File: src/rtl/mem_port_arbiter.sv
// ---------------------------------------------------------------------------
// mem_port_arbiter
//
// Shares one single-port memory between a CPU requester and a debug/loader
// requester. A request arriving while the arbiter is idle is granted, the
// owner's command (we/addr/wdata) is captured, and the memory is driven for
// exactly LAT cycles. The owner then receives a one-cycle done pulse, and
// read data stays in that owner's rdata register until its next read
// completes. When both requesters ask in the same idle cycle, the one not
// served last wins.
//
// Ports
//   clk, reset            single clock, synchronous active-high reset
//   cpu_req/cpu_we        CPU request / write enable
//   cpu_addr/cpu_wdata    CPU address / write data
//   cpu_done/cpu_rdata    CPU completion pulse / read data
//   cpu_stall             cpu_req && !cpu_done (combinational)
//   dbg_req/dbg_we        debug request / write enable
//   dbg_addr/dbg_wdata    debug address / write data
//   dbg_done/dbg_rdata    debug completion pulse / read data
//   mem_en/mem_we         memory enable / write enable
//   mem_addr/mem_wdata    memory address / write data
//   mem_rdata             memory read data
//   busy                  high while an access is in progress (ACCESS, DONE)
//   owner                 current owner while busy (0=cpu, 1=dbg), else 0
//
// LAT must be in 1..15 so that the 4-bit cycle counter can hold LAT-1.
// ---------------------------------------------------------------------------
module mem_port_arbiter #(
    parameter int AW  = 32,
    parameter int DW  = 32,
    parameter int LAT = 2
) (
    input  logic          clk,
    input  logic          reset,
    input  logic          cpu_req,
    input  logic          cpu_we,
    input  logic [AW-1:0] cpu_addr,
    input  logic [DW-1:0] cpu_wdata,
    output logic          cpu_done,
    output logic [DW-1:0] cpu_rdata,
    output logic          cpu_stall,
    input  logic          dbg_req,
    input  logic          dbg_we,
    input  logic [AW-1:0] dbg_addr,
    input  logic [DW-1:0] dbg_wdata,
    output logic          dbg_done,
    output logic [DW-1:0] dbg_rdata,
    output logic          mem_en,
    output logic          mem_we,
    output logic [AW-1:0] mem_addr,
    output logic [DW-1:0] mem_wdata,
    input  logic [DW-1:0] mem_rdata,
    output logic          busy,
    output logic          owner
);

    typedef enum logic [1:0] {
        IDLE   = 2'd0,
        ACCESS = 2'd1,
        DONE   = 2'd2
    } state_t;

    localparam logic [3:0] CNT_LOAD = 4'(LAT - 1);

    state_t        r_state;
    state_t        w_state_nxt;
    logic          r_owner;       // 0=cpu, 1=dbg
    logic          r_last_dbg;    // 1 when dbg was the last port served
    logic          r_we;
    logic [AW-1:0] r_addr;
    logic [DW-1:0] r_wdata;
    logic [3:0]    r_cnt;
    logic [DW-1:0] r_cpu_rdata;
    logic [DW-1:0] r_dbg_rdata;

    logic          w_any_req;
    logic          w_grant_dbg;

    // Next-state and output decode
    always_comb begin
        w_state_nxt = r_state;
        w_any_req   = cpu_req | dbg_req;
        // dbg wins if it is alone, or if both ask and the cpu was served last
        w_grant_dbg = dbg_req & (~cpu_req | ~r_last_dbg);
        mem_en      = 1'b0;
        mem_we      = 1'b0;
        busy        = 1'b0;
        owner       = 1'b0;
        cpu_done    = 1'b0;
        dbg_done    = 1'b0;

        case (r_state)
            IDLE: begin
                if (w_any_req) begin
                    w_state_nxt = ACCESS;
                end
            end
            ACCESS: begin
                mem_en = 1'b1;
                mem_we = r_we;
                busy   = 1'b1;
                owner  = r_owner;
                if (r_cnt == 4'd0) begin
                    w_state_nxt = DONE;
                end
            end
            DONE: begin
                busy        = 1'b1;
                owner       = r_owner;
                cpu_done    = ~r_owner;
                dbg_done    = r_owner;
                w_state_nxt = IDLE;
            end
            default: begin
                w_state_nxt = IDLE;
            end
        endcase
    end

    // State, command latch, counter and read-data registers
    always_ff @(posedge clk) begin
        if (reset) begin
            r_state     <= IDLE;
            r_owner     <= 1'b0;
            r_last_dbg  <= 1'b1;
            r_we        <= 1'b0;
            r_addr      <= '0;
            r_wdata     <= '0;
            r_cnt       <= 4'd0;
            r_cpu_rdata <= '0;
            r_dbg_rdata <= '0;
        end else begin
            r_state <= w_state_nxt;
            case (r_state)
                IDLE: begin
                    if (w_any_req) begin
                        r_owner <= w_grant_dbg;
                        r_cnt   <= CNT_LOAD;
                        if (w_grant_dbg) begin
                            r_we    <= dbg_we;
                            r_addr  <= dbg_addr;
                            r_wdata <= dbg_wdata;
                        end else begin
                            r_we    <= cpu_we;
                            r_addr  <= cpu_addr;
                            r_wdata <= cpu_wdata;
                        end
                    end
                end
                ACCESS: begin
                    if (r_cnt != 4'd0) begin
                        r_cnt <= r_cnt - 4'd1;
                    end else if (!r_we) begin
                        // last memory cycle: read data is valid now
                        if (r_owner) begin
                            r_dbg_rdata <= mem_rdata;
                        end else begin
                            r_cpu_rdata <= mem_rdata;
                        end
                    end
                end
                DONE: begin
                    r_last_dbg <= r_owner;
                end
                default: begin
                end
            endcase
        end
    end

    assign mem_addr  = r_addr;
    assign mem_wdata = r_wdata;
    assign cpu_rdata = r_cpu_rdata;
    assign dbg_rdata = r_dbg_rdata;
    assign cpu_stall = cpu_req & ~cpu_done;

endmodule

File: config.mk
export PLATFORM = sky130hd
export DESIGN_NAME = mem_port_arbiter
export DESIGN_NICKNAME = d
export VERILOG_FILES = /design/src/rtl/mem_port_arbiter.sv
export SDC_FILE = /design/constraint.sdc
export NUM_CORES = 1
export LEC_CHECK = 0
export CORE_MARGIN = 2
export CORE_UTILIZATION = 36
export CTS_CLUSTER_SIZE = 20
export DETAILED_ROUTE_END_ITERATION = 8
export GPL_TIMING_DRIVEN = 1
export HOLD_SLACK_MARGIN = 0.02
export PLACE_DENSITY = 0.73
export SETUP_SLACK_MARGIN = 0.2
export SLEW_MARGIN = 10
export SYNTH_ARGS = -nofsm -noshare
export SYNTH_HDL_FRONTEND = slang
export SYNTH_SLANG_ARGS = --single-unit
File: constraint.sdc
create_clock -name clk -period 1.8 [get_ports clk]
set_input_delay 0.18 -clock clk [delete_from_list [all_inputs] [get_ports clk]]
set_output_delay 0.18 -clock clk [all_outputs]
set_load 0.02 [all_outputs]
==> impl_metrics.json <==
{
  "io_pins": 301,
  "clockBufferDepth": 2,
  "routed_wirelength_um": 18500,
  "crit_buf_inv": 2,
  "status": "completed",
  "fmax_mhz": 590,
  "grt_pass1_wl_um": 26800,
  "hold_violations": 0,
  "async_flop_share": 0,
  "final_cell_area_sq_mm": 0.0101,
  "cp.arrival_ns": 2.03,
  "total_power_mw": 13.6,
  "syn_avg_cell_area_sq_um": 9.65,
  "core_area_sq_mm": 0.0157,
  "finalSetupTns_ns": 0,
  "clock-sinks": 137,
  "hold_start": "mem_rdata[7]",
  "dieArea_sq_mm": 0.0170,
  "setup_ws_ns": 0.104,
  "areaGrowthSynthToFinish_pct": 75.2,
  "die_w_um": 130,
  "fill_cells": 1288,
  "r2r-start": "r_cnt[0]",
  "grt_max_degree": 53,
  "reg2reg_setup_slack_ns": 0.10,
  "min_to": "dbg_rdata[7]",
  "syn_nets": 766,
  "dpl_worst_slack_ns": -0.0340,
  "cp_top_family": "simple AND/OR/NAND/NOR gates",
  "synthFlopType": "dfxtp_1",
  "via_per_inst": 4.75,
  "clk_latency_ns": 0.42,
  "synthTopCellsByArea": "dfxtp_1 (48%), mux2i_1 (23%), nand2_1 (6.5%), a211oi_1 (4.2%), a21oi_1 (3.1%)",
  "cts_buffers": 17,
  "seq_area_frac_synth": 0.478,
  "rsz0062_at_grt": "yes",
  "p_leak_nw": 4.43,
  "yosys.area.top_type": "dfxtp_1",
  "die_h_um": 130,
  "crit_path_end_kind": "register",
  "synth_cell_types": 41,
  "grt_pass1_vias": 5225,
  "postPlaceCellArea_sq_mm": 0.00907,
  "fin_worst_skew_ns": 0.00770,
  "synthCells": 595,
  "place.gp.congestion": 0.769,
  "hold_depth": 3,
  "drv_cap": 0,
  "rr_endpoint": "dbg_rdata[20]",
  "synth_top_area_frac": 0.478,
  "cp-start-kind": "register",
  "antennaDiodeCount": 0,
  "max_stage_delay_ns": 0.60,
  "slew_headroom": 0.665,
  "drv_slew": 0,
  "ctsHtreeMaxLevel": 4,
  "port_buffers": 300,
  "vias": 5395,
  "drc": 0,
  "final_cell_count_no_fill": 1135,
  "clkTransAtPathRegs_ns": 0.06,
  "required_ns": 2.14,
  "synth_edf_count": 0,
  "rr_worst_depth": 6,
  "start_util": 0.365,
  "clockRootBuffer": "clkbuf_16",
  "yosys_warnings": 0,
  "critical_path_class": "reg -> reg",
  "antenna_left": 0,
  "core.rowCount": 46,
  "drt_iter0_markers": 181,
  "ir_worst_vdd_v": 0.000810,
  "overflow": 0,
  "post_drt_wl_per_cell_um": 16.3,
  "cts_tree": "yes",
  "post-route-util": 0.640,
  "crit_chain": "inv_2 -> ha_4 -> nand2b_4 -> or4_4 -> clkbuf_16 -> mux2i_1",
  "first_pass_iters": 5,
  "antenna_found_initial": 0,
  "drive_gt1_frac": 0.116,
  "finalCriticalPeriod_ns": 1.70,
  "worst_slew_pin_slew_ns": 0.503,
  "synth_area_sq_mm": 0.00574,
  "nets": 1077,
  "critPathSlowestCell": "or4_4",
  "power_density_mw_per_mm2": 1350,
  "ys_seq_elements": 137,
  "hold_path.class": "in -> reg",
  "whs_ns": 0.341,
  "setup_viol": 0,
  "post-route-period-util": 0.942,
  "dp_cells": 1085,
  "cp_max_fo": 8,
  "track_usage": 0.203,
  "hpwl_um": 12400
}
## synthesized netlist by cell type, types with 2 or more instances
cell,n
dfxtp_1,137
mux2i_1,130
nand2_1,99
nor2_1,37
a21oi_1,36
o21ai_0,35
a211oi_1,32
clkbuf_1,24
buf_2,9
buf_1,7
inv_1,7
ha_1,5
buf_12,3
buf_4,3
a31oi_1,2
nor3b_1,2
o31a_1,2
or3b_2,2
## cells by family (layout without fill, tap and decap cells)
| kind of cell | count (synthesis) | count (layout) | synth area share |
|---|---|---|---|
| and+or+nand+nor | 152 | 152 | 0.113 |
| DFF | 137 | 137 | 0.478 |
| muxes | 130 | 130 | 0.227 |
| AOI/OAI and AO/OA | 115 | 115 | 0.121 |
| buffers and inverters | 56 | 380 | 0.0504 |
| adders and majority gates | 5 | 5 | 0.0109 |
## power by group
part           switching [mW]  leakage [nW]  internal [mW]
Combinational            3.01          3.02           2.89
Clock                    1.35         0.287           2.11
Sequential              0.415          1.13           3.81
## registers in the layout, indices dropped and copies added, names as in the netlist
register    count
cpu_rdata      32
r_we            1
dbg_rdata      32
mem_wdata      32
r_owner         1
r_state         2
r_last_dbg      1
mem_addr       32
r_cnt           4
## how the worst max path moves through the flow
stage,from,to,slack [ns],depth (start not counted)
6_report,r_cnt[0],dbg_rdata[20],0.10,6
5_1_grt,r_cnt[0],dbg_rdata[20],0.03,6
4_1_cts,r_state[0],cpu_stall,0.13,6
3_5_place_dp,cpu_req,mem_addr[2],-0.03,6
3_3_place_gp,cpu_req,cpu_stall,0.001,3
2_1_floorplan,r_state[1],dbg_rdata[10],0.12,8
## what timing repair did
item,CTS,global route
buffers inserted,7,4
setup endpoints to repair,53,113
gates cloned,2,5
gates resized for setup,54,51
hold buffers,0,0
pin swaps,2,4
## placed cells by master, fill, tap and decap left out, types with 3 or more instances in the layout
cell type and instances:
o21ai_0 35, dlymetal6s2s_1 26, clkbuf_16 21, buf_16 3, clkinv_2 5, a21oi_1 36, dlygate4sd2_1 8, buf_4 21
a211oi_2 6, nor2_1 36, dfxtp_1 133, buf_6 6, nand2_1 99, a211oi_1 26, buf_12 9, ha_4 3
mux2i_1 130, clkdlybuf4s50_1 259, clkinv_4 4, inv_2 4
## layout make-up
cell class	count	area (sq um)	share of cell area
Inverter	9	42.5	0.00423
Clock buffer	21	460	0.0458
Timing Repair Buffer	339	3600	0.358
Sequential cell	137	2750	0.274
Tap cell	216	270	0.0269
Multi-Input combinational cell	402	2810	0.280
Clock inverter	11	123	0.0122
## worst min-delay path, stage by stage
cell and delay (ns):
clkdlybuf4s50_1 0.40, nand2_1 0.08, mux2i_1 0.06
## metal layers
layer	share of wire	global-route usage	up-vias	wire, um
li1	-	-	2697	-
met1	0.40	0.235	2456	7380
met2	0.50	0.345	212	9230
met3	0.079	0.0705	30	1470
met4	0.023	0.0803	0	422
met5	0	0	-	0
Note: power is estimated with default switching activity, not from simulation.
